File: src/rtl/core_pkg.sv
// core_pkg: shared datapath constants for the core blocks
package core_pkg;
  localparam int WORD_WIDTH = 32;
endpackage

File: src/rtl/data_register_stage.sv
// data_register_stage: one WIDTH-bit flop with sync active-low reset to RESET_VALUE
module data_register_stage
  import core_pkg::*;
#(
  parameter int WIDTH = WORD_WIDTH,
  parameter logic [WIDTH-1:0] RESET_VALUE = '0
) (
  input  logic             clk,
  input  logic             rst,
  input  logic [WIDTH-1:0] d,
  output logic [WIDTH-1:0] q
);
  always_ff @(posedge clk)
    q <= !rst ? RESET_VALUE : d;
endmodule

File: src/rtl/data_register.sv
// data_register: STAGES-deep retiming register chain, latency STAGES cycles
module data_register
  import core_pkg::*;
#(
  parameter int WIDTH = WORD_WIDTH,
  parameter int STAGES = 1,
  parameter logic [WIDTH-1:0] RESET_VALUE = '0
) (
  input  logic             clk,
  input  logic             rst,
  input  logic [WIDTH-1:0] data_in,
  output logic [WIDTH-1:0] data_out
);
  if (WIDTH < 1 || STAGES < 1) begin : g_bad_params
    $fatal(1, "data_register: WIDTH and STAGES must be >= 1");
  end
  logic [WIDTH-1:0] chain [STAGES+1];
  assign chain[0] = data_in;
  for (genvar g = 0; g < STAGES; g++) begin : g_stage
    data_register_stage #(
      .WIDTH(WIDTH),
      .RESET_VALUE(RESET_VALUE)
    ) u_stage (
      .clk(clk),
      .rst(rst),
      .d(chain[g]),
      .q(chain[g+1])
    );
  end
  assign data_out = chain[STAGES];
endmodule

File: config.mk
export PLATFORM = sky130hd
export DESIGN_NAME = data_register
export DESIGN_NICKNAME = d
export VERILOG_FILES = /design/src/rtl/core_pkg.sv /design/src/rtl/data_register_stage.sv /design/src/rtl/data_register.sv
export SDC_FILE = /design/constraint.sdc
export NUM_CORES = 1
export LEC_CHECK = 0
export ABC_AREA = 1
export CAP_MARGIN = 20
export CORE_MARGIN = 5
export CORE_UTILIZATION = 35
export CTS_CLUSTER_DIAMETER = 80
export CTS_CLUSTER_SIZE = 20
export DETAILED_ROUTE_END_ITERATION = 6
export GPL_TIMING_DRIVEN = 0
export PLACE_DENSITY = 0.91
export SYNTH_ARGS = -nofsm -noshare
export SYNTH_HDL_FRONTEND = slang
export SYNTH_SLANG_ARGS = --single-unit
File: constraint.sdc
create_clock -name clk -period 1.1 [get_ports clk]
set_clock_uncertainty 0.1 [all_clocks]
set_input_delay 0.33 -clock clk [delete_from_list [all_inputs] [get_ports clk]]
set_output_delay 0.33 -clock clk [all_outputs]
set_load 0.05 [all_outputs]
; After elaboration in Yosys (flattened, before gate mapping)
; Index checks and enable logic that the tools add are counted.
; W data, S select, Z words.
[word_totals]
reg_bits = 32
mem_bits_rw = 0
romBits = 0
latch_bits = 0
memories = 0
out_inout_bits = 32
inputBits = 34
[op_classes]
mux = 0
n_bitwise = 0
eq_ne = 0
reduce_logical = 0
add_sub_neg = 0
n_mul = 0
n_div = 0
shifts = 0
magnitude_cmp = 0

; Depth between registers and ports, before layout
; Gate-level depths: netlist of run 1.
[depth]
ltp_word = 0
depth_mapped = 3
ltp_nobuf = 2

; Least setup slack after synthesis of run 1
; OpenSTA, ideal clock, no wires.
[synth_timing]
path_kind = register to output
startpoint = register g_stage[0].u_stage.q[0]
endpoint = output data_out[0]
path_slack_ps = 83
stages_incl_launch_ff = 1
t_arrival_ps = 587
n_path_buf = 0
path_cell_list = dfxtp_1
[synth_rtl]
columns = item, line_no
row1 = start: declaration, data_register_stage.sv:11  ; output logic [WIDTH-1:0] q
row2 = start signal: assignment, data_register_stage.sv:14  ; q <= !rst ? RESET_VALUE : d;
row3 = end: declaration, data_register.sv:12  ; output logic [WIDTH-1:0] data_out
; No word-level cell between the ends.

; Worst setup path after layout of run 1
[layout_timing]
startpoint = register g_stage[0].u_stage.q[2]
endpoint = output data_out[2]
; No word-level cell between the ends.

==> metrics.yaml, run 1 <==
drt:
  first_iter_violations: 5
  route.detailed.drc: 0
  route.vias.total: 806
  avgRoutedWirePerCell_um: 11.9
  vias_per_cell: 3.99
  first_pass_iters: 2
  drt-total-wl_um: 2400
  route.antenna.remaining_nets: 0
timing:
  hold_slack_final_ns: 0.411
  finalHoldViolations: 0
  rsz0062_at_grt: "yes"
  fmax_mhz: 797
  setup_violations: 32
  final.min_clock_period_ns: 1.25
  worst_pin_slew_ns: 0.230
  fin_setup_tns_ns: -4.32
  worst_slack_ns: -0.155
  timing_max_transition_violations_final: 0
  max-slew-margin-rel: 0.846
  final_min_period_over_clock_period: 1.14
placement:
  numPortBuffers: 65
  placer_congestion_estimate: 0.668
  dp_hpwl_um: 1940
  area_of_placed_instances_um2: 1600
worst_setup_path:
  start_kind: "flip-flop"
  criticalPathCategory: "reg2out"
  crit_arrival_ns: 0.82
  critical_path.max_fanout: 1
  path_depth: 1
  worst_ep_required_time_ns: 0.67
  cell_family_with_most_cp_delay: "flip-flops"
  critical-path-max-stage-delay_ns: 0.36
  critical_path.n_buffers_inverters: 1
  cp_cell_sequence: "buf_8"
  endpoint_kind: "primary output"
  slowest_stage: "sky130_fd_sc_hd__dfxtp_2"
min_path:
  timing.hold.worst.start: "data_in[8]"
  worst_hold_path_type: "in2reg"
  worst_hold_path_cell_count: 3
  whs_endpoint: "g_stage[0].u_stage.q[8]$_SDFF_PN0_"
logic_synthesis:
  yosysSeqAreaShare: 0.700
  yosys_register_bits: 32
  netlist-cell-type-count: 4
  synth.yosys.warnings: 0
  synth_nets: 133
  mappedNetlistArea_um2: 915
  synth_cells: 99
  synth_area_per_cell_um2: 9.24
layout:
  utilization_after_layout: 0.756
  regMostFlops: "g_stage.u_stage.q"
  count_of_inserted_antenna_diode_cells: 0
  fraction_of_final_layout_cells_sized_beyond_drive_strength_1: 0.436
  number_of_flip_flops_under_the_largest_register_name: 32
  num-nets-final: 205
  syn2layout_area_growth_pct: 107
  reg.largest.list: "g_stage.u_stage.q (32)"
  layout.cell_area.non_filler_um2: 1890
floorplan:
  ioPinCount: 66
  die-area_um2: 3740
  floorplan.core_area_um2: 2500
  initial_util: 0.366
  row_count: 18
  die_y_um: 61.1
  die_w_um: 61.1
flow_run:
  max_cap_violations: 0
run_status:
  failed_checks: "negative setup slack"
  status: "complete, but fails checks"
clock_network:
  cts.reportedPaths.clkPinSlew_ns: 0.10
  cts_hold_buf: 0
  cts_max_path_bufs: 2
  cts_inserted_buffers: 5
  cts_htree_levels: 2
  clock_sinks: 32
  cts_root_buf: "sky130_fd_sc_hd__clkbuf_4"
  cts_tree: "done"
pwr:
  report.power.total_mw: 2.85
  power_density_nw_per_um2: 1510
  vdd.ir_drop.worst_v: 0.00123
  power.leakage_nw: 1.03
grt:
  grt_overflow_total: 0
  global_route_wire_length_before_repair_um: 3800
  maximum_number_of_pins_on_one_net_before_global_route_repair: 11
  first_global_vias: 838
  grt.total_usage: 0.147
  antenna_found_initial: 0
[metrics by stage]
stage | setup WS (ns) | std cells
final | -0.155 | 202
after global routing | -0.199 | 202
after CTS | -0.171 | 202
after detailed placement | -0.444 | 194
after global placement | -0.420 | 194
after floorplan | 0.0827 | 99
[layout make-up]
cell class	instances	area (um2)
repair buffers	65	803
flip-flops and latches	32	681
fillers	177	609
multi-input cells	32	120
inverters	32	120
clock buffers	7	65.1
well taps	30	37.5
plain buffers	3	33.8
clock inverters	1	30.0
[per-layer routing]
layer	global-route usage	wire length, um	up-vias
met5	0	0	-
met3	0.0650	246	6
li1	-	-	407
met2	0.284	1420	36
met4	0.0743	46	0
met1	0.125	686	357
[cell families (layout without fill, tap and decap cells)]
kind of cell / count (synthesis) / after routing / synth area share
buf+inv: 35 / 108 / 0.168
flops: 32 / 32 / 0.700
simple gates: 32 / 32 / 0.131
[synthesized netlist by cell type (all sizes together)]
master   n  area (um2)
dfxtp   32         641
inv     32         120
nand2   32         120
buf      3        33.8
[power by group]
group,leakage [nW],switching [mW],internal [mW]
Clock,0.0515,0.379,0.603
Sequential,0.275,0.0396,1.23
Combinational,0.699,0.307,0.291
Total,1.03,0.725,2.13
[worst max-delay path by stage]
| stage | from | slack (ns) | endpoint |
|---|---|---|---|
| 5_1_grt | g_stage[0].u_stage.q[6]$_SDFF_PN0_ | -0.20 | data_out[6] |
| 4_1_cts | g_stage[0].u_stage.q[2]$_SDFF_PN0_ | -0.17 | data_out[2] |
| 6_report | g_stage[0].u_stage.q[2]$_SDFF_PN0_ | -0.15 | data_out[2] |
| 3_5_place_dp | g_stage[0].u_stage.q[24]$_SDFF_PN0_ | -0.44 | data_out[24] |
| 3_3_place_gp | g_stage[0].u_stage.q[15]$_SDFF_PN0_ | -0.42 | data_out[15] |
| 2_1_floorplan | g_stage[0].u_stage.q[0]$_SDFF_PN0_ | 0.08 | data_out[0] |
[cells in the final DEF (no fill, tap or decap), drive strengths merged]
cell	n
buf	35
dfxtp	32
nand2	32
bufinv	1
inv	32
clkbuf	7
clkdlybuf4s50	33
[repair_timing]
action / CTS / global route
setup endpoints to repair: 32 / 32
buffers inserted: 0 / 0
resized for setup: 286 / 0
gates cloned: 0 / 0
pin swaps: 0 / 0
Note: power is estimated with default switching activity, not from simulation.
==> inputs of run 2 (changes only) <==
--- a/config.mk
+++ b/config.mk
@@ -10,10 +10,11 @@
 export CORE_MARGIN = 5
 export CORE_UTILIZATION = 35
 export CTS_CLUSTER_DIAMETER = 80
-export CTS_CLUSTER_SIZE = 20
+export CTS_CLUSTER_SIZE = 8
 export DETAILED_ROUTE_END_ITERATION = 6
 export GPL_TIMING_DRIVEN = 0
 export PLACE_DENSITY = 0.91
+export SLEW_MARGIN = 5
 export SYNTH_ARGS = -nofsm -noshare
 export SYNTH_HDL_FRONTEND = slang
 export SYNTH_SLANG_ARGS = --single-unit
==> results of run 2 <==
The final DEF is identical to that of run 1; final timing and power are the same.
